[src/rtl/shift_sequencer.sv]
// Multicycle sequencer for the RegDesloc shifter: load, step the shift in
// chunks of at most STEP_MAX bits, then pulse the result write.
module shift_sequencer #(
    parameter int STEP_MAX = 31
) (
    input  logic       clk,
    input  logic       reset,
    input  logic       start,
    input  logic [2:0] op,
    input  logic [4:0] shamt,
    input  logic [4:0] rs_amt,
    input  logic       abort,
    output logic [2:0] SHIFTER_control,
    output logic [4:0] SHIFTER_n,
    output logic       M_SHIFTER,
    output logic       result_wr,
    output logic       busy,
    output logic       done,
    output logic       err
);

    localparam logic [4:0] STEP = 5'(STEP_MAX);

    localparam logic [2:0] CTRL_HOLD = 3'b000;
    localparam logic [2:0] CTRL_LOAD = 3'b001;
    localparam logic [2:0] CTRL_LEFT = 3'b010;
    localparam logic [2:0] CTRL_SRL  = 3'b011;
    localparam logic [2:0] CTRL_SRA  = 3'b100;

    localparam logic [2:0] OP_SLL  = 3'b000;
    localparam logic [2:0] OP_SRL  = 3'b001;
    localparam logic [2:0] OP_SRA  = 3'b010;
    localparam logic [2:0] OP_SLLV = 3'b011;
    localparam logic [2:0] OP_SRLV = 3'b100;
    localparam logic [2:0] OP_SRAV = 3'b101;
    localparam logic [2:0] OP_LUI  = 3'b110;
    localparam logic [2:0] OP_ILL  = 3'b111;

    typedef enum logic [2:0] {
        S_IDLE,
        S_LOAD,
        S_SHIFT,
        S_DONE,
        S_ERR
    } state_e;

    state_e     state_q, state_d;
    logic [4:0] rem_q, rem_d;
    logic [2:0] op_q, op_d;
    logic [4:0] step;

    logic [2:0] ctrl_q, ctrl_d;
    logic [4:0] n_q, n_d;
    logic       msh_q, msh_d;
    logic       wr_q, wr_d;
    logic       busy_q, busy_d;
    logic       done_q, done_d;
    logic       err_q, err_d;

    // Direction and source are pure functions of the latched op.
    function automatic logic [2:0] dir_of(input logic [2:0] o);
        case (o)
            OP_SLL, OP_SLLV, OP_LUI: dir_of = CTRL_LEFT;
            OP_SRL, OP_SRLV:         dir_of = CTRL_SRL;
            OP_SRA, OP_SRAV:         dir_of = CTRL_SRA;
            default:                 dir_of = CTRL_HOLD;
        endcase
    endfunction

    function automatic logic [4:0] min_step(input logic [4:0] r);
        min_step = (r < STEP) ? r : STEP;
    endfunction

    assign step = min_step(rem_q);

    always_comb begin
        state_d = state_q;
        rem_d   = rem_q;
        op_d    = op_q;

        if (abort) begin
            state_d = S_IDLE;
            rem_d   = '0;
        end else begin
            case (state_q)
                S_IDLE: begin
                    if (start) begin
                        op_d = op;
                        case (op)
                            OP_SLL, OP_SRL, OP_SRA:    rem_d = shamt;
                            OP_SLLV, OP_SRLV, OP_SRAV: rem_d = rs_amt;
                            OP_LUI:                    rem_d = 5'd16;
                            default:                   rem_d = '0;
                        endcase
                        state_d = (op == OP_ILL) ? S_ERR : S_LOAD;
                    end
                end
                S_LOAD:  state_d = (rem_q != '0) ? S_SHIFT : S_DONE;
                S_SHIFT: begin
                    rem_d   = rem_q - step;
                    state_d = (rem_d == '0) ? S_DONE : S_SHIFT;
                end
                S_DONE:  state_d = S_IDLE;
                S_ERR:   state_d = S_IDLE;
                default: state_d = S_IDLE;
            endcase
        end
    end

    // Outputs are decoded from the next state so they register alongside it.
    always_comb begin
        ctrl_d = CTRL_HOLD;
        n_d    = '0;
        msh_d  = 1'b0;
        wr_d   = 1'b0;
        busy_d = 1'b0;
        done_d = 1'b0;
        err_d  = 1'b0;
        case (state_d)
            S_LOAD: begin
                ctrl_d = CTRL_LOAD;
                msh_d  = (op_d == OP_LUI);
                busy_d = 1'b1;
            end
            S_SHIFT: begin
                ctrl_d = dir_of(op_d);
                n_d    = min_step(rem_d);
                msh_d  = (op_d == OP_LUI);
                busy_d = 1'b1;
            end
            S_DONE: begin
                wr_d   = 1'b1;
                done_d = 1'b1;
                busy_d = 1'b1;
            end
            S_ERR: begin
                err_d  = 1'b1;
                done_d = 1'b1;
                busy_d = 1'b1;
            end
            default: ;
        endcase
    end

    always_ff @(posedge clk or negedge reset) begin
        if (!reset) begin
            state_q <= S_IDLE;
            rem_q   <= '0;
            op_q    <= '0;
            ctrl_q  <= CTRL_HOLD;
            n_q     <= '0;
            msh_q   <= 1'b0;
            wr_q    <= 1'b0;
            busy_q  <= 1'b0;
            done_q  <= 1'b0;
            err_q   <= 1'b0;
        end else begin
            state_q <= state_d;
            rem_q   <= rem_d;
            op_q    <= op_d;
            ctrl_q  <= ctrl_d;
            n_q     <= n_d;
            msh_q   <= msh_d;
            wr_q    <= wr_d;
            busy_q  <= busy_d;
            done_q  <= done_d;
            err_q   <= err_d;
        end
    end

    assign SHIFTER_control = ctrl_q;
    assign SHIFTER_n       = n_q;
    assign M_SHIFTER       = msh_q;
    assign result_wr       = wr_q;
    assign busy            = busy_q;
    assign done            = done_q;
    assign err             = err_q;

endmodule

[config.mk]
export PLATFORM = sky130hd
export DESIGN_NAME = shift_sequencer
export DESIGN_NICKNAME = d
export VERILOG_FILES = /design/src/rtl/shift_sequencer.sv
export SDC_FILE = /design/constraint.sdc
export NUM_CORES = 1
export LEC_CHECK = 0
export ABC_AREA = 0
export CAP_MARGIN = 30
export CORE_ASPECT_RATIO = 0.6
export CORE_MARGIN = 10
export CORE_UTILIZATION = 52
export CTS_BUF_LIST = sky130_fd_sc_hd__clkbuf_2 sky130_fd_sc_hd__clkbuf_4 sky130_fd_sc_hd__clkbuf_8
export CTS_CLUSTER_SIZE = 14
export DETAILED_ROUTE_END_ITERATION = 10
export PLACE_DENSITY = 0.9
export SYNTH_ARGS = -nofsm -noshare
export SYNTH_HDL_FRONTEND = slang
export SYNTH_SLANG_ARGS = --single-unit
[constraint.sdc]
create_clock -name clk -period 2.45 [get_ports clk]
set_clock_uncertainty 0.2 [all_clocks]
set_input_delay 0.49 -clock clk [delete_from_list [all_inputs] [get_ports clk]]
set_output_delay 0.49 -clock clk [all_outputs]
set_load 0.005 [all_outputs]
==> flow_summary.toml <==
[status]
status = "completed"

[min_path]
hold_path_class = "in2async"

[clock_network]
h-tree-depth = 1
clock_latency_ps = 260
cts_resized = 0
cts-buffers-inserted = 3
cts_buffer_depth = 2
cts_tree = "done"
cts_setup_buffers = 0
clk_pin_slew_ps = 80
holdBufCountCts = 0
cts.sink_count = 24
cts_root_buf = "clkbuf_8"

[setup_path]
r2r_cells = 4
ff2ff_setup_slack_ps = 500
path_max_fanout = 9
crit_end = "SHIFTER_n[1]$_DFF_PN0_"
cp-start-kind = "input pin"
r2r_end = "busy$_DFF_PN0_"
worstPathRequired_ps = 2400
cp_cell_sequence = "clkdlybuf4s50_1, nor2_1, a32oi_4, buf_4, nor4b_1"
startpoint = "abort"
r2r-start = "state_q[1]$_DFF_PN0_"
slowest_stage = "clkdlybuf4s50_1"
crit_type = "in2reg"
setup.worst_path.end_class = "flop"
crit_arrival_ps = 2110
max_stage_delay_ps = 580

[floorplan]
die_area_um2 = 5140
num_rows = 14
fp.dieH_um = 59.7
die_w_um = 86.1
initial_core_util_pct = 54.5
num_io_pins = 30
coreArea_um2 = 2500

[synthesis]
syn-cell-area_um2 = 1370
async_reset_ff_share_pct = 100
synth.avg_cell_area_um2 = 9.75
synth.distinct_cells = 47
yosysSeqAreaShare_pct = 44.0
synth-edff-count = 0
syn_inst = 140
ys_ff_latch = 24
yosys_warnings = 0
yosys.area.top_type_share_pct = 44.0
synth_top_cell_by_area = "dfrtp_1"
synth_ff_type = "dfrtp_1"
synth.area.top_cells = "dfrtp_1 (44%), nor2_1 (4.1%), a21oi_1 (4.0%)"

[power]
leakage_nw = 0.762
peakVddDrop_uv = 364
powerDensity_nw_per_um2 = 648
total_power_mw = 1.15

[timing]
fmaxAchievable_mhz = 461
fin_tns_setup_ps = 0
rsz0062_at_grt = "false"
fin_crit_sh_pct = 88.5
drv_slew = 0
hold_viol = 0
post-route-min-period_ps = 2170
setup_viol_count_final = 0

[global_route]
grt_pass1_wl_mm = 5.89
grt_max_degree = 25
grt_pass1_vias = 1181
antenna_found_initial = 0
gr-total-overflow = 0
grtUsageTotal_pct = 14.2

[placement]
io_buffers = 29
place_area_um2 = 1710
gp_congestion = 0.869
dp_hpwl_mm = 2.78

[drt]
wl_per_cell_um = 17.0
first_pass_iters = 4
vias = 1196
post_drt_via_cell_ratio = 5.81
initialDrtViolationCount = 56
drc_errors = 0
route.final.wire_length_mm = 3.50
final_antenna_net_count = 0

[finish]
finalInstanceArea_um2 = 1780
fill_cells = 184
nNetsFinal = 193
antenna_cells = 0
drive_gt1_share_pct = 14.9
syn_to_final_growth_pct = 30.3

[job]
drv_cap = 0
-- critical path: cells and delay by family --
| kind | cells | cell delay (ps) |
|---|---|---|
| buffers and inverters | 2 | 780 |
| AO/OA/AOI/OAI | 1 | 210 |
| AND/OR/NAND/NOR | 2 | 620 |
-- sequential cells by signal, indices dropped and copies added, names as in the netlist --
| name | count |
|---|---|
| SHIFTER_n | 5 |
| done | 1 |
| busy | 1 |
| result_wr | 1 |
| state_q | 3 |
| M_SHIFTER | 1 |
| SHIFTER_control | 3 |
| err | 1 |
| rem_q | 5 |
| op_q | 3 |
-- placed cells by master, fill, tap and decap left out, types with 4 or more instances in the layout --
| cell | n |
|---|---|
| dfrtp_1 | 24 |
| clkdlybuf4s50_1 | 29 |
| o21ai_0 | 4 |
| nor2_1 | 15 |
| buf_4 | 9 |
| nand3_1 | 5 |
| nand2_1 | 14 |
| a21oi_1 | 11 |
-- logic make-up (layout without fill, tap and decap cells) --
group,Yosys count,after routing,share of synthesized area [%]
simple gates,66,66,30.4
compound gates,30,30,15.1
flops,24,24,44.0
buf+inv,12,45,5.13
xor+xnor,3,3,1.93
mux,3,3,2.20
fa+ha+maj,1,1,0.916
other cells,1,2,0.275
-- synthesized netlist by cell type (2+ instances only) --
cell and instances:
nand2b_1 3, o21ai_0 4, o221ai_1 3, mux2i_1 3, or3b_2 3, nor3b_1 2, a211oi_1 2, a31oi_1 2
nand4_1 2, xnor2_1 3, o21ai_1 2, a22oi_1 2, nand4b_1 2, nor2_1 15, nor3_1 3, inv_1 3
buf_4 4, dfrtp_1 24, nand2_1 14, a21oi_1 11, nand3_1 5, clkbuf_1 2, buf_2 2
-- power by group --
group / switching (mW) / internal [mW] / total, mW / leakage [nW]
Combinational: 0.153 / 0.161 / 0.314 / 0.404
Clock: 0.126 / 0.218 / 0.345 / 0.0357
Sequential: 0.0529 / 0.441 / 0.494 / 0.322
Total: 0.332 / 0.821 / 1.15 / 0.762
-- metrics by stage --
stage                     hold WS, ps  setup WS, ps  utilization [%]  cells
after CTS                         388           282             71.0    206
after global placement            320           151             68.2    202
after global routing              408           195             71.0    206
after detailed placement          368          34.1             68.2    202
after floorplan                 -5.59           670                -    141
final                             376           282             71.0    206
-- final cells by class --
| class | count | area [µm²] | area share [%] |
|---|---|---|---|
| flip-flops and latches | 24 | 601 | 33.8 |
| well taps | 32 | 40.0 | 2.25 |
| clock inverters | 1 | 30.0 | 1.69 |
| multi-input cells | 105 | 698 | 39.2 |
| repair buffers | 38 | 358 | 20.1 |
| clock buffers | 3 | 41.3 | 2.32 |
| inverters | 3 | 11.3 | 0.633 |
-- routing by layer --
layer | vias up | wire length (µm) | GRT usage, %
met5 | - | 0 | 0
met4 | 0 | 23 | 2.10
met3 | 4 | 309 | 5.70
met2 | 41 | 1700 | 23.5
met1 | 584 | 1470 | 17.5
li1 | 567 | - | -
-- how the worst min path moves through the flow --
stage | start | to | slack [ps] | cells past startpoint
floorplan | reset | M_SHIFTER$_DFF_PN0_ | -6 | 0
CTS | reset | SHIFTER_control[1]$_DFF_PN0_ | 390 | 2
global placement | op_q[1]$_DFF_PN0_ | op_q[1]$_DFF_PN0_ | 320 | 2
finish | reset | SHIFTER_control[1]$_DFF_PN0_ | 380 | 2
global route | reset | SHIFTER_control[1]$_DFF_PN0_ | 410 | 2
detailed placement | op_q[0]$_DFF_PN0_ | op_q[0]$_DFF_PN0_ | 370 | 2
Note: power is estimated with default switching activity, not from simulation.
==> RTL change 1 (same flow settings) <==
`STEP_MAX`: 31 -> 23.
--- a/src/rtl/shift_sequencer.sv
+++ b/src/rtl/shift_sequencer.sv
@@ -3,3 +3,3 @@
 module shift_sequencer #(
-    parameter int STEP_MAX = 31
+    parameter int STEP_MAX = 23
 ) (
Behaviour: not the same (Yosys sat finds a counterexample within 4 cycles, from zero or initial values and one cycle with reset low).
==> RTL change 1 against the unedited design <==
- non-clock buffer count increased by 17
- utilization grew 7.0 points
- synthesized area increased by 0.92%
- cell count grew 12%
- critical endpoint is now SHIFTER_control[1]$_DFF_PN0_
- sequential cell count did not move
- via count increased by 13%
- final area rose by 11%
- sequential share of layout area decreased by 3.2 points
- setup slack got worse by 0.17 ns
- wire length up 22%
- critical path type unchanged
- synthesized cell count rose by 5.7%
Power is not compared: it rests on default switching activity, and its combinational part moved more than twofold at a synthesized area within 25%.
==> RTL change 1: results <==
synth:
  synth_compound_area_share_pct: 16.2
  synthMuxAreaShare_pct: 5.45
  ys_top_cells_by_area: "dfrtp_1 (44%), mux2i_1 (4.4%), nor2_1 (4.4%)"
  synth_common_cells: "dfrtp_1 (24), nor2_1 (16), inv_1 (11)"
  synth_fa_ha_area_share_pct: 1.82
  syn-instance-count: 148
  yosysSeqAreaShare_pct: 43.6
global_route:
  grtUsageTotal_pct: 16.6
  met2_usage_pct: 27.0
  grt_pass1_vias: 1314
  use_met1_pct: 21.0
setup_path:
  cp_max_fo: 4
  rr_startpoint: "rem_q[3]$_DFF_PN0_"
  startpoint: "start"
  timing.rr.end: "SHIFTER_n[2]$_DFF_PN0_"
  endpoint: "SHIFTER_control[1]$_DFF_PN0_"
  cp.arrival_ns: 2.30
routing:
  wl_met2_um: 2050
  wl_met3_um: 314
  via_per_inst: 5.86
  wl_per_cell_um: 18.5
  drt-initial-drc-count: 109
  routed_wl_um: 4280
sta:
  period_minus_slack_ns: 2.34
final_layout:
  nets: 219
  drive_gt1_share_pct: 22.1
placed_design:
  placed_area_um2: 1850
  post-place-ws_ns: -0.225
  hpwl_um: 3290
outcome:
  status: "completed"
## RTL change 1: repair_timing
item / in CTS / in global routing
endpoints found under the hold margin: 0 / 0
setup buffers: 0 / 1
pin swaps: 0 / 1
setup endpoints to repair: 2 / 7
gates resized for setup: 2 / 5
## RTL change 1: area by class of cell
type	instances	area, µm²
repair buffers	55	485
fillers	166	554
flip-flops and latches	24	601
multi-input cells	105	729
clock buffers	3	41.3
inverters	11	41.3
clock inverters	1	30.0
well taps	32	40.0
## RTL change 1: how the worst min path moves through the flow
stage	slack (ns)	end	start	depth (start not counted)
after floorplan	-0.006	M_SHIFTER$_DFF_PN0_	reset	0
after global placement	0.41	op_q[1]$_DFF_PN0_	op_q[1]$_DFF_PN0_	2
after detailed placement	0.43	op_q[1]$_DFF_PN0_	op_q[1]$_DFF_PN0_	2
after CTS	0.39	SHIFTER_control[1]$_DFF_PN0_	reset	2
after global routing	0.38	SHIFTER_n[4]$_DFF_PN0_	reset	2
final	0.37	SHIFTER_control[1]$_DFF_PN0_	reset	2
==> RTL change 2 (same settings) <==
Made on the original files. Take the reset off `n_q` and load it in a clocked block of its own.
--- a/src/rtl/shift_sequencer.sv
+++ b/src/rtl/shift_sequencer.sv
@@ -150,3 +150,2 @@
             ctrl_q  <= CTRL_HOLD;
-            n_q     <= '0;
             msh_q   <= 1'b0;
@@ -161,3 +160,2 @@
             ctrl_q  <= ctrl_d;
-            n_q     <= n_d;
             msh_q   <= msh_d;
@@ -168,2 +166,6 @@
         end
+    end
+
+    always_ff @(posedge clk) begin
+        n_q <= n_d;
     end
Function: differs if reset is asserted again (counterexample within 4 cycles, from zero or initial values and one cycle with reset low); with reset held inactive, the same outputs for 10 cycles.
==> RTL change 2 against the unedited design <==
- clock power barely moved
- non-clock buffer count fell by 3
- sequential cell count did not move
- wire length fell by 4.9%
- final area fell by 4.9%
- via count fell by 6.5%
- sequential share of layout area rose by 0.24 points
- worst hold slack got worse by 0.036 ns
- setup slack improved by 0.081 ns
- synthesized area fell by 4.9%
- utilization rose by 3.3 points
- total power fell by 3.3%
- highest routed layer unchanged
==> RTL change 2: results <==
setup_path:
  startpoint: "start"
  rr_startpoint: "state_q[1]$_DFF_PN0_"
  cp.arrival_ns: 2.05
  cp_max_fo: 5
global_route:
  grt_antenna_before_repair: 0
  grtUsageTotal_pct: 13.6
  grt_max_degree: 20
  grt_pass1_wl_um: 5630
  grt_pass1_vias: 1174
routing:
  via_per_inst: 5.76
  wl_per_cell_um: 17.2
  firstDrtPassIters: 4
  drt-initial-drc-count: 126
power:
  vdd_drop_max_mv: 0.402
  leakage_uw: 0.000745
outcome:
  status: "completed"
worst_hold_path:
  hold_path_class: "primary input to asynchronous set/reset pin"
synth:
  ys_top_cells_by_area: "dfrtp_1 (37%), dfxtp_1 (7.7%), nand2_1 (4.6%)"
  ys_warn_count: 0
  synth_common_cells: "dfrtp_1 (19), nand2_1 (16), nor2_1 (10)"
  yosysSeqAreaShare_pct: 44.3
  yosysUniqueCellTypes: 46
  synthArstFlopShare_pct: 79.2
cts:
  clkTransAtPathRegs_ns: 0.09
  cts.repair.resized: 0
  cts_buffers: 3
  cts_setup_buffers: 0
  clockBufferDepth: 2
  clock-root-buffer: "clkbuf_8"
  htree_levels: 1
  clock_latency_ns: 0.27
final_layout:
  antenna_cells: 0
  nFillCells: 153
  nets: 184
  drive_gt1_share_pct: 14.0
  final_area_um2: 1690
placed_design:
  numPortBuffers: 29
  placed_area_um2: 1620
  hpwl_um: 2460
  place.gp.congestion: 0.834
## RTL change 2: worst max-delay path, cell delays in order
cell and delay [ns]:
clkdlybuf4s50_1 0.57, nor2_1 0.12, nor3_1 0.38, o22ai_1 0.21, nor4_1 0.27
## RTL change 2: where the power goes
part / internal (µW) / switching [µW]
Combinational: 146 / 137
Sequential: 438 / 48.2
Clock: 218 / 127
## RTL change 2: final timing paths
kind                                           endpoint  depth (start not counted)  slack, ns
max                             SHIFTER_n[1]$_SDFF_PP0_                          5       0.36
min                                      done$_DFF_PN0_                          2       0.34
max reg2reg                     SHIFTER_n[1]$_SDFF_PP0_                          4       0.49
min reg2reg                SHIFTER_control[0]$_DFF_PN0_                          1       0.35
max in group asynchronous            rem_q[1]$_DFF_PN0_                          2       1.50
min in group clk           SHIFTER_control[0]$_DFF_PN0_                          1       0.35
## RTL change 2: cells by family (layout without fill, tap and decap cells)
family,count (synthesis),count (layout),share of synthesized area [%]
AO/OA/AOI/OAI,29,29,17.1
XOR/XNOR,1,1,0.674
adder cells (fa/ha/maj),2,2,1.93
buffers and inverters,12,42,5.59
flip-flops,24,24,44.3
multiplexers,4,4,3.47
other,1,4,0.289
AND/OR/NAND/NOR,58,58,26.6
## RTL change 2: metal layers
metal,vias to the layer above,routed length (µm),GRT usage [%]
met5,-,0,0
met4,0,49,4.67
met3,6,294,4.67
met2,56,1650,24.5
met1,527,1330,14.8
li1,529,-,-
## RTL change 2: through the flow
| step | std cells | hold slack [ns] | setup slack [ns] | total power, µW |
|---|---|---|---|---|
| after floorplan | 134 | -0.00559 | 0.671 | 655 |
| after global placement | 190 | 0.312 | 0.207 | 748 |
| after detailed placement | 190 | 0.348 | 0.174 | 765 |
| after CTS | 194 | 0.349 | 0.390 | 1110 |
| after global routing | 194 | 0.361 | 0.228 | 1170 |
| final | 194 | 0.340 | 0.364 | 1110 |
## RTL change 2: final cells by class
type	instances	area share, %
clock inverters	1	1.77
well taps	30	2.22
multi-input cells	98	39.1
repair buffers	35	19.8
inverters	3	0.665
flip-flops and latches	24	34.0
clock buffers	3	2.44
